## config.mk

```make
export PLATFORM = sky130hd
export DESIGN_NAME = video_scanout
export DESIGN_NICKNAME = d
export VERILOG_FILES = /design/src/rtl/video_scanout.sv
export SDC_FILE = /design/constraint.sdc
export NUM_CORES = 1
export LEC_CHECK = 0
export ABC_AREA = 0
export CORE_MARGIN = 2
export CORE_UTILIZATION = 42
export DETAILED_ROUTE_END_ITERATION = 10
export PLACE_DENSITY = 0.57
export RECOVER_POWER = 50
export SLEW_MARGIN = 10
export SYNTH_ARGS = -nofsm -noshare
export SYNTH_HDL_FRONTEND = slang
export SYNTH_SLANG_ARGS = --single-unit
export TNS_END_PERCENT = 100
```

## constraint.sdc

```tcl
create_clock -name clk -period 7.65 [get_ports clk]
set_input_delay 1.1475 -clock clk [delete_from_list [all_inputs] [get_ports clk]]
set_output_delay 1.1475 -clock clk [all_outputs]
set_load 0.005 [all_outputs]
```

## src/rtl/video_scanout.sv

```systemverilog
// rtl/video_scanout.sv - raster sync/blank timing and framebuffer scanout with in-order prefetch FIFO
// Fetch side runs every clock; raster and pixel side advance only on ce.
module video_scanout #(
  parameter int H_VISIBLE   = 512,
  parameter int H_TOTAL     = 704,
  parameter int HSYNC_START = 540,
  parameter int HSYNC_END   = 607,
  parameter int V_START     = 21,
  parameter int V_END       = 362,
  parameter int V_TOTAL     = 370,
  parameter int VSYNC_START = 365,
  parameter int VSYNC_END   = 369,
  parameter int BPP         = 1,
  parameter int ADDR_W      = 15,
  parameter logic [ADDR_W-1:0] BASE0 = 15'h5380,
  parameter logic [ADDR_W-1:0] BASE1 = 15'h1380,
  parameter int FIFO_DEPTH  = 4,
  parameter int INVERT      = 1
) (
  input  logic              clk,
  input  logic              _reset,
  input  logic              ce,
  input  logic              page_sel,
  output logic              rd_req,
  output logic [ADDR_W-1:0] rd_addr,
  input  logic              rd_ack,
  input  logic              rd_valid,
  input  logic [15:0]       rd_data,
  output logic              hsync,
  output logic              vsync,
  output logic              _hblank,
  output logic              _vblank,
  output logic              video_en,
  output logic [BPP-1:0]    pixel,
  output logic              underflow,
  input  logic              underflow_clr
);

  localparam int PPW     = 16 / BPP;
  localparam int SW      = $clog2(PPW);
  localparam int N_WORDS = (V_END - V_START + 1) * (H_VISIBLE / PPW);
  localparam int XW      = $clog2(H_TOTAL);
  localparam int YW      = $clog2(V_TOTAL);
  localparam int IW      = $clog2(N_WORDS + 1);
  localparam int PW      = $clog2(FIFO_DEPTH);
  localparam int CW      = $clog2(FIFO_DEPTH + 1);
  localparam logic [BPP-1:0] INV_MASK = (INVERT != 0) ? {BPP{1'b1}} : {BPP{1'b0}};

  logic [XW-1:0]   xpos;
  logic [YW-1:0]   ypos;
  logic [15:0]     fifo_mem [FIFO_DEPTH];
  logic [PW-1:0]   rd_ptr, wr_ptr;
  logic [CW-1:0]   fcount, outstanding, out_next;
  logic [IW-1:0]   index, drop_cnt;
  logic            page, fetch_on, blank_word;
  logic [15:0]     shreg, head;
  logic            visible, frame_start, pop_slot, fifo_empty, do_pop, uf_set;
  logic            drop_now, do_push, xfer, credit_ok, done;

  assign visible     = (xpos < XW'(H_VISIBLE)) && (ypos >= YW'(V_START)) && (ypos <= YW'(V_END));
  assign frame_start = ce && (xpos == '0) && (ypos == '0);
  assign pop_slot    = ce && visible && (xpos[SW-1:0] == '0);
  assign fifo_empty  = (fcount == '0);
  assign do_pop      = pop_slot && !fifo_empty;
  assign uf_set      = pop_slot && fifo_empty;
  assign drop_now    = rd_valid && (drop_cnt != '0);
  assign do_push     = rd_valid && !drop_now;
  assign head        = fifo_mem[rd_ptr];

  // Credits count returns still in flight, so the FIFO cannot overflow.
  assign credit_ok = ((CW+1)'(fcount) + (CW+1)'(outstanding)) < (CW+1)'(FIFO_DEPTH);
  assign done      = (index == IW'(N_WORDS));
  assign rd_req    = fetch_on && !done && credit_ok;
  assign rd_addr   = (page ? BASE1 : BASE0) + ADDR_W'(index);
  assign xfer      = rd_req && rd_ack;
  assign out_next  = outstanding + CW'(xfer) - CW'(rd_valid);

  always_ff @(posedge clk) begin
    if (do_push) fifo_mem[wr_ptr] <= rd_data;
  end

  // drop_cnt: returns to discard, either stale at frame start or words already skipped by underflow.
  always_ff @(posedge clk or negedge _reset) begin
    if (!_reset) begin
      fetch_on    <= 1'b0;
      page        <= 1'b0;
      index       <= '0;
      outstanding <= '0;
      drop_cnt    <= '0;
      fcount      <= '0;
      rd_ptr      <= '0;
      wr_ptr      <= '0;
    end else if (frame_start) begin
      fetch_on    <= 1'b1;
      page        <= page_sel;
      index       <= '0;
      outstanding <= out_next;
      drop_cnt    <= IW'(out_next);
      fcount      <= '0;
      rd_ptr      <= '0;
      wr_ptr      <= '0;
    end else begin
      if (xfer) index <= index + 1'b1;
      outstanding <= out_next;
      drop_cnt    <= drop_cnt - IW'(drop_now) + IW'(uf_set);
      if (do_push) wr_ptr <= wr_ptr + 1'b1;
      if (do_pop)  rd_ptr <= rd_ptr + 1'b1;
      fcount <= fcount + CW'(do_push) - CW'(do_pop);
    end
  end

  always_ff @(posedge clk or negedge _reset) begin
    if (!_reset) begin
      xpos       <= '0;
      ypos       <= '0;
      hsync      <= 1'b0;
      vsync      <= 1'b0;
      _hblank    <= 1'b1;
      _vblank    <= 1'b0;
      video_en   <= 1'b0;
      pixel      <= '0;
      shreg      <= '0;
      blank_word <= 1'b0;
      underflow  <= 1'b0;
    end else begin
      if (uf_set)             underflow <= 1'b1;
      else if (underflow_clr) underflow <= 1'b0;
      if (ce) begin
        if (xpos == XW'(H_TOTAL - 1)) begin
          xpos <= '0;
          ypos <= (ypos == YW'(V_TOTAL - 1)) ? '0 : ypos + 1'b1;
        end else begin
          xpos <= xpos + 1'b1;
        end
        hsync    <= (xpos >= XW'(HSYNC_START)) && (xpos <= XW'(HSYNC_END));
        vsync    <= (ypos >= YW'(VSYNC_START)) && (ypos <= YW'(VSYNC_END));
        _hblank  <= (xpos < XW'(H_VISIBLE));
        _vblank  <= (ypos >= YW'(V_START)) && (ypos <= YW'(V_END));
        video_en <= visible;
        if (pop_slot) begin
          // A missing word is shown as pixel 0 rather than as inverted zeros.
          blank_word <= fifo_empty;
          shreg      <= fifo_empty ? 16'h0000 : (head << BPP);
          pixel      <= fifo_empty ? '0 : (head[15 -: BPP] ^ INV_MASK);
        end else if (visible) begin
          shreg <= shreg << BPP;
          pixel <= blank_word ? '0 : (shreg[15 -: BPP] ^ INV_MASK);
        end else begin
          pixel <= '0;
        end
      end
    end
  end

endmodule

```

==> impl_metrics.yaml <==
clock_tree:
  cts_tree: "yes"
  htree_levels: 4
  postCtsSetupRepairBufs: 0
  clk_pin_slew_worst_paths_ns: 0.06
  cts_buffers: 17
  cts-resized-gates: 0
  cts_buffer_depth: 2
  clk_latency_ns: 0.42
  ctsRootBufferMaster: "clkbuf_16"
  cts_sinks: 146
  holdBufCountCts: 0
floorplan:
  die_h_um: 136
  core_um2: 17200
  rows: 48
  start_util: 0.426
  num_io_pins: 46
  die_area_um2: 18500
  die_w_um: 136
detailed_routing:
  topRoutingLayerUsed: "met4"
  vias: 4598
  drt-wirelength-per-cell_um: 15.7
  wirelength_um: 13800
  dr_wl_met2_um: 6910
  drt_iter0_markers: 271
  drc: 0
  wl_met3_um: 407
  antenna_left: 0
  wl_met1_um: 6380
  firstDrtPassIters: 4
  routed_via_density: 5.20
yosys:
  ys_seq_area_frac: 0.544
  ys_types: 64
  syn_nets: 675
  ys_top_cells_by_area: "dfrtp_1 28%, edfxtp_1 26%, ha_1 6.8%"
  yosys_warnings: 0
  ys_seq_elements: 146
  syn_area_um2: 7310
  synth_edf_count: 64
  synth_top_area_cell: "dfrtp_1"
  synthFlopType: "dfrtp_1"
  synth.avg_cell_area_um2: 12.0
  synthCells: 609
  netlist.area_leader.share: 0.277
  ys_async_sr_fraction: 0.562
sta:
  period_minus_slack_ns: 4.85
  fin_crit_sh: 0.634
  whs_ns: 0.466
  clock_skew_ns: 0.00841
  timing.slew.headroom: -1.66
  finalHoldViolCount: 0
  slew_viol_final: 74
  rsz0062_at_grt: "no"
  final-setup-viol-count: 0
  clock.fmax_mhz: 206
  fin_tns_setup_ns: 0
  worst_pin_slew_ns: 3.99
global_route:
  antenna_found_initial: 0
  grt_pass1_wl_um: 23500
  grt_max_degree: 74
  gr-total-overflow: 0
  grt_util_all_layers: 0.166
  grt_pass1_vias: 4690
place:
  gp_congestion: 0.769
  placed_cells: 852
  port_buffers: 45
  dpl.hpwl_um: 9160
critical_path:
  cpMostUsedCell: "clkbuf_1"
  slowest_delay_ns: 2.83
  reg2reg_slack_ns: 3.63
  cp_max_fo: 73
  start_kind: "primary input"
  crit_family: "buffers and inverters"
  path_class: "primary input to asynchronous set/reset pin"
  rr_worst_depth: 15
  cp.required_ns: 7.25
  cp_data_arrival_time_ns: 4.45
  crit_path_end_kind: "asynchronous set/reset pin"
  critical_path_buf_inv_count: 2
  worstPathCellList: "clkbuf_1, clkbuf_1"
  r2r-end: "drop_cnt[12]$_DFF_PN0_"
  r2r-start: "xpos[0]$_DFFE_PN0P_"
  crit_slowest_cell: "clkbuf_1"
pwr:
  vdd_ir_drop_max_v: 0.000193
  p_leak_uw: 0.00338
  p_per_area_nw_per_um2: 283
  finalPower_uw: 2380
worst_hold_path:
  min-delay-start: "fetch_on$_DFFE_PN0P_"
  holdCritPathClass: "flip-flop to flip-flop"
  hold_depth: 1
  hold_end: "fetch_on$_DFFE_PN0P_"
cells_and_area:
  area_delta_synth_final_pct: 15.0
  diodes: 0
  final_core_util: 0.490
  finalNetCount: 712
  fin_cells: 884
  drive_gt1_frac: 0.0941
run:
  max_cap_violations: 1
run_status:
  violations: "max-capacitance violations, max-slew violations"
  status: "complete, but fails checks"
## area by class of cell
cell class	count	area, µm²
Fill cell	1540	8770
Sequential cell	146	3980
Multi-Input combinational cell	390	2970
Timing Repair Buffer	48	463
Clock buffer	20	437
Tap cell	225	282
Inverter	43	161
Clock inverter	12	124
## layout by cell type, fill, tap and decap left out, types with 5 or more instances in the layout
master           count
nor4_1              10
ha_1                40
xnor2_1             34
nand2b_1             8
mux4_2              16
and3_1              11
nand2_1             50
nor3_1              18
nand4_1              8
a21oi_1             11
nand3_1             10
clkbuf_1             5
clkdlybuf4s50_1     25
mux2i_1              8
and4_1               6
and2_1               5
edfxtp_1            64
dlygate4sd3_1       19
a22oi_1             14
o21ai_0             30
xor2_1               5
inv_1               43
dfrtp_1             81
nor2_1              39
o21bai_1             5
clkbuf_16           17
## per-stage QoR
| stage | area [µm²] | setup WS (ns) |
|---|---|---|
| 3_5_place_dp | 7860 | 2.63 |
| 2_1_floorplan | 7310 | 4.03 |
| 4_1_cts | 8420 | 3.10 |
| 3_3_place_gp | 7860 | 2.77 |
| 5_1_grt | 8410 | 1.73 |
| 6_report | 8410 | 2.80 |
## layer usage
metal  GRT usage  vias to the layer above
met2       0.271                       51
met4      0.0567                        0
met5           0                        -
met1       0.217                     2295
met3      0.0399                       10
li1            -                     2242
## worst reg2reg max path, cell delays in order (launching register included)
cell and delay (ns):
dfrtp_1 0.44, inv_1 0.08, ha_1 0.13, or3b_1 0.67, nor2_1 0.25, nand3_1 0.13, ha_1 0.33, inv_1 0.05
ha_1 0.17, inv_1 0.06, fa_1 0.40, nor2b_1 0.17, o311ai_1 0.17, a2111oi_0 0.55, o21a_1 0.21, nor3_1 0.04
## kinds of logic (layout without fill, tap and decap cells)
| group | count (synthesis) | in the layout | synth area share |
|---|---|---|---|
| buffers and inverters | 73 | 123 | 0.0505 |
| AND/OR/NAND/NOR | 199 | 199 | 0.147 |
| XOR/XNOR | 39 | 39 | 0.0467 |
| multiplexers | 25 | 25 | 0.0618 |
| flip-flops | 146 | 146 | 0.544 |
| AO/OA/AOI/OAI | 84 | 84 | 0.0736 |
| adder cells (fa/ha/maj) | 43 | 43 | 0.0767 |
## registers in the layout, summed over array words and instances (netlist names), 2 cells and up
register,count
fifo_mem,64
shreg,15
drop_cnt,14
index,14
xpos,10
ypos,9
fcount,3
outstanding,3
rd_ptr,2
wr_ptr,2
## how the worst max path moves through the flow
stage,startpoint,endpoint,slack (ns),cells after the start
4_1_cts,ce,drop_cnt[12]$_DFF_PN0_,3.10,14
2_1_floorplan,ce,drop_cnt[12]$_DFF_PN0_,4.03,13
3_5_place_dp,ce,drop_cnt[12]$_DFF_PN0_,2.63,14
6_report,_reset,drop_cnt[11]$_DFF_PN0_,2.80,2
5_1_grt,_reset,index[13]$_DFFE_PN0P_,1.73,2
3_3_place_gp,ce,drop_cnt[12]$_DFF_PN0_,2.77,14
## synthesized netlist by cell type (14+ instances only)
cell type / count
dfrtp_1: 81
edfxtp_1: 64
nand2_1: 50
inv_1: 43
ha_1: 40
nor2_1: 39
xnor2_1: 34
o21ai_0: 30
nor3_1: 18
mux4_2: 16
a22oi_1: 14
## power by group
group,internal (µW),switching [µW],leakage (µW)
clock,453,335,0.000260
sequential,893,54.0,0.00164
combinational,298,348,0.00148
total,1640,736,0.00338
Note: power is estimated with default switching activity, not from simulation.
